<file path="src/rtl/i2c_slave_phy.sv">
// I2C slave bus front end: pad synchronisation and deglitching, START/STOP
// detection, and bit-level shifting of address, write and read bytes.
//
// state     | meaning
// ----------+--------------------------------------------------------------
// IDLE      | bus free or not yet addressed
// ADDR      | shifting in the address byte; pend = matched, waiting for SCL fall
// ADDR_ACK  | driving the address ACK low
// RX        | shifting in a write byte; pend = ACK pending on the next SCL fall
// RX_ACK    | driving the write-byte ACK low
// TX        | shifting out a read byte
// TX_ACK    | SDA released for the master ACK; pend = ACK seen, reload on fall
// WAIT_STOP | not addressed or NACKed; only START/STOP leave this state

module i2c_slave_phy #(
  parameter int FILTER_LEN    = 3,
  parameter int ADDRESSLENGTH = 7
) (
  input  logic                     clk,
  input  logic                     reset,
  input  logic                     scl_in,
  input  logic                     sda_in,
  output logic                     sda_oe,
  input  logic [ADDRESSLENGTH-1:0] own_addr,
  input  logic                     ack_en,
  input  logic [7:0]               tx_data,
  output logic                     start_det,
  output logic                     stop_det,
  output logic                     byte_valid,
  output logic                     byte_is_addr,
  output logic [7:0]               rx_byte,
  output logic                     rw,
  output logic                     tx_req,
  output logic                     busy
);

  typedef enum logic [2:0] {
    IDLE, ADDR, ADDR_ACK, RX, RX_ACK, TX, TX_ACK, WAIT_STOP
  } state_t;

  localparam logic [3:0] FCMP = 4'(FILTER_LEN - 1);

  // index 0 carries SCL, index 1 carries SDA
  logic [1:0]      sync1, sync2, filt, filt_d;
  logic [1:0][3:0] fcnt;

  state_t     state;
  logic [7:0] shreg;
  logic [2:0] bit_cnt;
  logic       pend;

  logic       scl_rise, scl_fall, start_ev, stop_ev, addr_match;
  logic [7:0] rx_next;

  // Two-flop synchroniser, then a run-length filter: a line only changes
  // after FILTER_LEN consecutive samples disagree with its current level.
  always_ff @(posedge clk) begin
    if (reset) begin
      sync1  <= '1;
      sync2  <= '1;
      filt   <= '1;
      filt_d <= '1;
      fcnt   <= '0;
    end else begin
      sync1  <= {sda_in, scl_in};
      sync2  <= sync1;
      filt_d <= filt;
      for (int i = 0; i < 2; i++) begin
        if (sync2[i] != filt[i]) begin
          if (fcnt[i] == FCMP) begin
            filt[i] <= sync2[i];
            fcnt[i] <= '0;
          end else begin
            fcnt[i] <= fcnt[i] + 4'd1;
          end
        end else begin
          fcnt[i] <= '0;
        end
      end
    end
  end

  // Bus events from the filtered lines; SCL must be high on both samples
  // for an SDA edge to count as START/STOP.
  always_comb begin
    scl_rise   = filt[0] & ~filt_d[0];
    scl_fall   = ~filt[0] & filt_d[0];
    start_ev   = filt[0] & filt_d[0] & filt_d[1] & ~filt[1];
    stop_ev    = filt[0] & filt_d[0] & ~filt_d[1] & filt[1];
    rx_next    = {shreg[6:0], filt[1]};
    addr_match = (shreg[6:0] == own_addr);
  end

  // Protocol FSM; STOP outranks START, both outrank any bit activity.
  always_ff @(posedge clk) begin
    if (reset) begin
      state        <= IDLE;
      shreg        <= '0;
      bit_cnt      <= '0;
      pend         <= 1'b0;
      sda_oe       <= 1'b0;
      start_det    <= 1'b0;
      stop_det     <= 1'b0;
      byte_valid   <= 1'b0;
      byte_is_addr <= 1'b0;
      rx_byte      <= '0;
      rw           <= 1'b0;
      tx_req       <= 1'b0;
      busy         <= 1'b0;
    end else begin
      start_det  <= 1'b0;
      stop_det   <= 1'b0;
      byte_valid <= 1'b0;
      tx_req     <= 1'b0;
      if (stop_ev) begin
        state    <= IDLE;
        sda_oe   <= 1'b0;
        busy     <= 1'b0;
        pend     <= 1'b0;
        stop_det <= 1'b1;
      end else if (start_ev) begin
        state     <= ADDR;
        bit_cnt   <= '0;
        sda_oe    <= 1'b0;
        pend      <= 1'b0;
        start_det <= 1'b1;
      end else begin
        unique case (state)
          IDLE: ;
          ADDR: begin
            if (pend) begin
              if (scl_fall) begin
                sda_oe <= 1'b1;
                pend   <= 1'b0;
                state  <= ADDR_ACK;
              end
            end else if (scl_rise) begin
              shreg   <= rx_next;
              bit_cnt <= bit_cnt + 3'd1;
              if (bit_cnt == 3'd7) begin
                rx_byte      <= rx_next;
                byte_valid   <= 1'b1;
                byte_is_addr <= 1'b1;
                if (addr_match) begin
                  rw   <= filt[1];
                  busy <= 1'b1;
                  pend <= 1'b1;
                end else begin
                  busy  <= 1'b0;
                  state <= WAIT_STOP;
                end
              end
            end
          end
          ADDR_ACK: begin
            if (scl_fall) begin
              bit_cnt <= '0;
              if (rw) begin
                tx_req <= 1'b1;
                shreg  <= tx_data;
                sda_oe <= ~tx_data[7];
                state  <= TX;
              end else begin
                sda_oe <= 1'b0;
                state  <= RX;
              end
            end
          end
          RX: begin
            if (pend) begin
              if (scl_fall) begin
                sda_oe <= 1'b1;
                pend   <= 1'b0;
                state  <= RX_ACK;
              end
            end else if (scl_rise) begin
              shreg   <= rx_next;
              bit_cnt <= bit_cnt + 3'd1;
              if (bit_cnt == 3'd7) begin
                rx_byte      <= rx_next;
                byte_valid   <= 1'b1;
                byte_is_addr <= 1'b0;
                if (ack_en) pend <= 1'b1;
                else        state <= WAIT_STOP;
              end
            end
          end
          RX_ACK: begin
            if (scl_fall) begin
              sda_oe  <= 1'b0;
              bit_cnt <= '0;
              state   <= RX;
            end
          end
          TX: begin
            if (scl_fall) begin
              bit_cnt <= bit_cnt + 3'd1;
              if (bit_cnt == 3'd7) begin
                sda_oe <= 1'b0;
                state  <= TX_ACK;
              end else begin
                shreg  <= {shreg[6:0], 1'b0};
                sda_oe <= ~shreg[6];
              end
            end
          end
          TX_ACK: begin
            if (pend) begin
              if (scl_fall) begin
                tx_req  <= 1'b1;
                shreg   <= tx_data;
                sda_oe  <= ~tx_data[7];
                bit_cnt <= '0;
                pend    <= 1'b0;
                state   <= TX;
              end
            end else if (scl_rise) begin
              if (filt[1]) begin
                busy  <= 1'b0;
                state <= WAIT_STOP;
              end else begin
                pend <= 1'b1;
              end
            end
          end
          WAIT_STOP: ;
          default: state <= IDLE;
        endcase
      end
    end
  end

endmodule

</file>
<file path="config.mk">
export PLATFORM = sky130hd
export DESIGN_NAME = i2c_slave_phy
export DESIGN_NICKNAME = d
export VERILOG_FILES = /design/src/rtl/i2c_slave_phy.sv
export SDC_FILE = /design/constraint.sdc
export NUM_CORES = 1
export LEC_CHECK = 0
export CORE_MARGIN = 3
export CORE_UTILIZATION = 58
export CTS_CLUSTER_DIAMETER = 120
export DETAILED_ROUTE_END_ITERATION = 6
export PLACE_DENSITY = 0.85
export SETUP_SLACK_MARGIN = 0.2
export SLEW_MARGIN = 20
export SYNTH_ARGS = -nofsm -noshare
export SYNTH_HDL_FRONTEND = slang
export SYNTH_SLANG_ARGS = --single-unit
</file>
<file path="constraint.sdc">
create_clock -name clk -period 4.05 [get_ports clk]
set_clock_uncertainty 0.1 [all_clocks]
set_input_delay 0.405 -clock clk [delete_from_list [all_inputs] [get_ports clk]]
set_output_delay 0.405 -clock clk [all_outputs]
set_load 0.005 [all_outputs]
</file>
==> flow_summary.json, run 1 <==
{
  "yosysMostFrequentCell": "dfxtp_1",
  "drv_slew": 0,
  "fin_setup_tns_ns": 0,
  "portBuffers": 35,
  "placed_cell_area_um2": 2728,
  "num_rows": 22,
  "vias": 2055,
  "grt_use_met1_pct": 30.83,
  "fmax_mhz": 340.0,
  "async_reset_ff_share_pct": 0,
  "grt_max_degree": 35,
  "timing.final.hold_violations": 0,
  "root_buffer": "clkbuf_8",
  "holdWs_ns": 0.3201,
  "nNetsFinal": 319,
  "via_per_inst": 6.009,
  "grt_busiest_layer": "met2",
  "worst_slew_pin_slew_ns": 0.7707,
  "syn_nets": 295,
  "worst_slack_ns": 1.109,
  "fin_total_pwr_mw": 1.077,
  "synth_area_leader_cell": "dfxtp_1",
  "yosysTopAreaCellShare_pct": 37.90,
  "ir_worst_vdd_mv": 0.2339,
  "avgRoutedWirePerCell_um": 16.09,
  "synth_cell_types": 61,
  "antenna_left": 0,
  "min_path_type": "reg -> reg",
  "arrival_ns": 3.06,
  "post_cts_buffers": 0,
  "dp_worst_setup_slack_ns": 1.277,
  "gr-usage-met2_pct": 35.32,
  "cp_slowest_cell": "dfxtp_1",
  "synth_edf_count": 0,
  "critPathKind": "reg -> reg",
  "outcome": "complete, no violations",
  "end_kind": "register",
  "max_cap_viol_count": 0,
  "synth.ff_latch_count": 46,
  "fp.dieW_um": 70.73,
  "final_cell_area_um2": 2816,
  "rsz0062_at_grt": "false",
  "drc": 0,
  "grt_pass1_wl_um": 9218,
  "fillCellCount": 292,
  "power_leakage_nw": 0.9763,
  "startpoint_type": "register",
  "synthTopCellsByCount": "46 x dfxtp_1, 31 x nor2_1, 16 x a21oi_1, 16 x mux2i_1, 11 x xnor2_1",
  "gr-total-overflow": 0,
  "die_area_um2": 5002,
  "place_hpwl_um": 3872,
  "fin_crit_ns": 2.941,
  "synthCells": 269,
  "drt_wl_total_um": 5502,
  "ys_warn_count": 0,
  "clockBufferDepth": 2,
  "first_global_vias": 1956,
  "cts_resized": 0,
  "insertion_delay_ns": 0.31,
  "synth_seq_area_share_pct": 37.90,
  "slowest_delay_ns": 0.77,
  "drt_iter0_drc": 391,
  "grt.total_usage_pct": 22.72,
  "crit_fanout": 23,
  "ctsHtreeMaxLevel": 2,
  "die_y_um": 70.73,
  "core_area_um2": 3854,
  "min_period_over_period_pct": 72.62,
  "clock_sinks": 46,
  "drt_first_pass_iters": 5,
  "cts_buffers": 5,
  "antennaDiodeCount": 0,
  "start_util_pct": 63.05,
  "drive_gt1_share_pct": 9.184,
  "area_growth_pct": 15.91,
  "power_density_nw_per_um2": 382.4,
  "antenna_found_initial": 0,
  "cts_hold_buf": 0,
  "synth_ff_type": "dfxtp_1",
  "setup_violations": 0,
  "syn_avg_cell_area_um2": 9.033,
  "tritoncts": "done",
  "pin_count": 36,
  "clkTransAtPathRegs_ns": 0.10,
  "required_ns": 4.17,
  "syn-cell-area_um2": 2430,
  "place_congestion": 0.9653,
  "crit_chain": "nor2b_1 -> and3_1 -> nand3_1 -> o2111a_1 -> a221oi_1",
  "slew-limit-headroom_pct": 48.51,
  "met3_usage_pct": 7.102,
  "yosys-top-cells-area": "dfxtp_1 38%, mux2i_1 6.6%, nor2_1 4.8%"
}
-- per-stage QoR --
| stage | std cells | util, % |
|---|---|---|
| after floorplan | 269 | - |
| after global placement | 334 | 70.78 |
| after detailed placement | 334 | 70.78 |
| after CTS | 342 | 73.21 |
| after global routing | 342 | 73.08 |
| final | 342 | 73.08 |
-- state kept, by name (all words and copies together), names as in the netlist --
name          cells
rw                1
sda_oe            1
busy              1
fcnt              8
rx_byte           8
byte_valid        1
sync2             2
filt_d            2
bit_cnt           3
stop_det          1
pend              1
byte_is_addr      1
sync1             2
shreg             7
filt              2
state             3
tx_req            1
start_det         1
-- worst paths after layout --
kind                              start             endpoint  slack [ns]  cells after the start
setup / recovery  state[0]$_SDFFE_PP0P_    pend$_SDFFE_PP0P_        1.11                      5
hold / removal      sync1[0]$_SDFF_PP1_  sync2[0]$_SDFF_PP1_        0.32                      1
setup reg to reg  state[0]$_SDFFE_PP0P_    pend$_SDFFE_PP0P_        1.11                      5
hold reg to reg     sync1[0]$_SDFF_PP1_  sync2[0]$_SDFF_PP1_        0.32                      1
-- cell families after synthesis --
| family | Yosys count | share of synthesized area (%) |
|---|---|---|
| DFF | 46 | 37.90 |
| AOI/OAI and AO/OA | 64 | 19.16 |
| buffers and inverters | 24 | 5.561 |
| muxes | 16 | 6.591 |
| adders and majority gates | 6 | 3.090 |
| and+or+nand+nor | 100 | 23.02 |
| xor gates and xnor gates | 13 | 4.686 |
-- placed cells by master (no fill, tap or decap), types with 2 or more instances in the layout --
cell type        netlist  routed
a211o_1                2       2
a211oi_1               3       3
a21oi_1               16      16
a311oi_1               8       8
a31oi_1                4       4
and3_1                 3       3
clkbuf_8               0       5
clkdlybuf4s50_1        0      34
dfxtp_1               46      46
ha_1                   6       6
inv_1                  6       6
mux2i_1               16      16
nand2_1               10      10
nand2b_1               4       4
nand3_1                8       8
nand4_1                3       3
nor2_1                31      31
nor2b_1                5       5
nor3_1                 5       5
nor3b_1                3       3
nor4_1                 2       2
o21ai_0                8       8
o22ai_1                2       2
o32ai_1                2       2
o41ai_1                2       2
or2_2                  8       8
or3_1                  3       3
or3b_1                 2       2
or4_1                  2       2
xnor2_1               11      11
xor2_1                 2       2
-- layer usage --
metal  wire length (µm)  up-vias
met5                  0        -
met4                 84        0
met3                378       13
met2               2573       88
met1               2466      925
li1                   -     1029
-- where the power goes --
group	total, mW	internal, mW	leakage [nW]	switching [mW]
sequential	0.529	0.470	0.372	0.0591
combinational	0.250	0.109	0.560	0.140
clock	0.298	0.125	0.0447	0.174
total	1.08	0.704	0.976	0.373
-- layout make-up --
cell class	count	area, µm²	share of cell area, %
Multi-Input combinational cell	199	1374	48.78
Timing Repair Buffer	35	345.3	12.26
Inverter	6	22.52	0.7996
Sequential cell	46	920.9	32.70
Clock inverter	3	25.02	0.8885
Clock buffer	5	68.82	2.443
Tap cell	48	60.06	2.132
-- worst max-delay path, delay by kind of cell (launching register included) --
kind / cells / cell delay (ns)
AOI/OAI and AO/OA: 2 / 0.45
and+or+nand+nor: 3 / 1.53
DFF: 1 / 0.77
Power figures use the tool's default switching activity.
==> run 2: changes to the inputs <==
--- a/config.mk
+++ b/config.mk
@@ -6,10 +6,10 @@
 export NUM_CORES = 1
 export LEC_CHECK = 0
 export CORE_MARGIN = 3
-export CORE_UTILIZATION = 58
+export CORE_UTILIZATION = 54
 export CTS_CLUSTER_DIAMETER = 120
 export DETAILED_ROUTE_END_ITERATION = 6
-export PLACE_DENSITY = 0.85
+export PLACE_DENSITY = 0.8
 export SETUP_SLACK_MARGIN = 0.2
 export SLEW_MARGIN = 20
 export SYNTH_ARGS = -nofsm -noshare
==> constraint.sdc (replaced) <==
create_clock -name clk -period 3 [get_ports clk]
set_clock_uncertainty 0.1 [all_clocks]
set_input_delay 0.3 -clock clk [delete_from_list [all_inputs] [get_ports clk]]
set_output_delay 0.3 -clock clk [all_outputs]
set_load 0.005 [all_outputs]
==> run 2 against run 1 <==
  * Core utilization shrank 4.1 points
  * Total power grew 38%
  * Largest cell class unchanged
  * Maximum frequency grew 17%
  * Largest power group unchanged
  * Highest routed layer unchanged
==> flow_summary.json, run 2 (same netlist as run 1, synthesis figures left out) <==
{
  "core_area_um2": 4173,
  "worst_hold_startpoint": "sync1[0]$_SDFF_PP1_",
  "sequentialPowerShare_pct": 45.9,
  "drt_wl_total_um": 5658,
  "crit_fanout": 24,
  "timing.final.hold_violations": 0,
  "vias": 2076,
  "switching_power_uw": 493.8,
  "reg2reg_from": "state[2]$_SDFFE_PP0P_",
  "final_common_cell": "dfxtp_1",
  "end_kind": "register",
  "final_cell_area_um2": 2878,
  "holdWs_ns": 0.3096,
  "startpoint_type": "register",
  "die_area_um2": 5341,
  "portBuffers": 35,
  "required_ns": 3.12,
  "grt_busiest_layer": "met2",
  "tritoncts": "done",
  "rr_endpoint": "state[2]$_SDFFE_PP0P_",
  "clockBufferDepth": 2,
  "place_hpwl_um": 4060,
  "ctsHtreeMaxLevel": 2,
  "grt_max_degree": 25,
  "setup_violations": 0,
  "final_cells": 351,
  "place_inst": 343,
  "power_density_nw_per_um2": 516.6,
  "drv_slew": 0,
  "grt_use_met1_pct": 31.60,
  "post-route-util_pct": 68.97,
  "arrival_ns": 2.64,
  "num_rows": 23,
  "met3_usage_pct": 5.510,
  "gr-total-overflow": 0,
  "gr-usage-met2_pct": 36.94,
  "layout_common_cells": "46 x dfxtp_1, 35 x clkdlybuf4s50_1, 31 x nor2_1",
  "switching_share_pct": 33.22,
  "outcome": "complete, no violations",
  "worstHoldPathCells": 1,
  "startpoint": "state[2]$_SDFFE_PP0P_",
  "slowest_delay_ns": 0.82,
  "fmax_mhz": 397.3,
  "start_util_pct": 58.23,
  "drc": 0,
  "antenna_left": 0,
  "antennaDiodeCount": 0,
  "critPathKind": "reg -> reg",
  "rsz0062_at_grt": "false",
  "reg_top3": "fcnt (8), rx_byte (8), shreg (7)",
  "via_per_inst": 5.915,
  "min_period_over_period_pct": 83.90,
  "cp_slowest_cell": "dfxtp_1",
  "power.share.combinational_pct": 26.5,
  "cp-endpoint": "state[2]$_SDFFE_PP0P_",
  "cts_resized": 0,
  "die_y_um": 73.08,
  "clock_sinks": 46,
  "ir_worst_vdd_mv": 0.2920,
  "place_congestion": 0.9307,
  "area_growth_pct": 18.43,
  "fillCellCount": 336,
  "cts_hold_buf": 0,
  "clkTransAtPathRegs_ns": 0.09,
  "grt_pass1_wl_um": 9873,
  "fin_setup_tns_ns": 0,
  "insertion_delay_ns": 0.30,
  "drive_gt1_share_pct": 10.63,
  "drt_iter0_drc": 221,
  "grt.total_usage_pct": 23.49,
  "min_path_type": "reg -> reg",
  "pin_count": 36,
  "crit_chain": "nor2b_1 -> nand3_1 -> o31ai_1 -> or4_4 -> a221oi_2",
  "drt_first_pass_iters": 4,
  "post_cts_buffers": 0,
  "nNetsFinal": 326,
  "avgRoutedWirePerCell_um": 16.12,
  "first_global_vias": 2050,
  "r2r_cells": 5,
  "fin_crit_ns": 2.517,
  "antenna_found_initial": 0,
  "power_leakage_nw": 1.016,
  "cts_buffers": 5,
  "max_cap_viol_count": 0,
  "worst_slew_pin_slew_ns": 0.8010,
  "root_buffer": "clkbuf_8",
  "fp.dieW_um": 73.08,
  "r2r_setup_slack_ns": 0.48,
  "placed_cell_area_um2": 2783,
  "slew-limit-headroom_pct": 46.49,
  "p_int_uw": 992.7,
  "pwr-share-clk_pct": 27.6
}
==> run 2: power by group through the flow <==
stage / Clock, mW / Combinational, mW / Sequential [mW]
after floorplan: 0 / 0.323 / 0.669
after global placement: 0 / 0.387 / 0.696
after detailed placement: 0 / 0.389 / 0.695
after CTS: 0.416 / 0.391 / 0.681
after global routing: 0.443 / 0.432 / 0.688
final: 0.410 / 0.394 / 0.682
==> run 2: cell type report <==
| class | instances | area, µm² | share of cell area [%] |
|---|---|---|---|
| clock inverter | 1 | 8.758 | 0.3043 |
| multi-input combinational | 199 | 1374 | 47.74 |
| clock buffer | 7 | 86.33 | 3.000 |
| timing repair buffer | 42 | 402.9 | 14.00 |
| tap | 50 | 62.56 | 2.174 |
| sequential | 46 | 920.9 | 32.00 |
| inverter | 6 | 22.52 | 0.7826 |
==> run 2: how the worst min path moves through the flow <==
stage	end	slack, ns
2_1_floorplan	sync2[0]$_SDFF_PP1_	0.29
3_3_place_gp	sync2[1]$_SDFF_PP1_	0.29
3_5_place_dp	sync2[0]$_SDFF_PP1_	0.29
4_1_cts	sync2[0]$_SDFF_PP1_	0.31
5_1_grt	sync2[0]$_SDFF_PP1_	0.33
6_report	sync2[0]$_SDFF_PP1_	0.31
==> run 2: metrics by stage <==
step / setup slack [ns] / total power, mW
global route: 0.2588 / 1.563
global placement: 0.6455 / 1.083
CTS: 0.5521 / 1.488
finish: 0.4831 / 1.487
detailed placement: 0.5763 / 1.084
floorplan: 1.142 / 0.9922
==> run 2: routing by layer <==
| metal | routed length (µm) | vias to the layer above | part of all wire, % |
|---|---|---|---|
| met5 | 0 | - | 0 |
| met4 | 90 | 0 | 1.6 |
| met3 | 325 | 7 | 5.7 |
| met2 | 2652 | 68 | 47 |
| met1 | 2590 | 960 | 46 |
| li1 | - | 1041 | - |
==> run 2: worst max-delay path, delay by kind of cell (launching register included) <==
family	cells	cell delay, ns
flip-flops	1	0.82
AND/OR/NAND/NOR	3	1.09
AO/OA/AOI/OAI	2	0.41
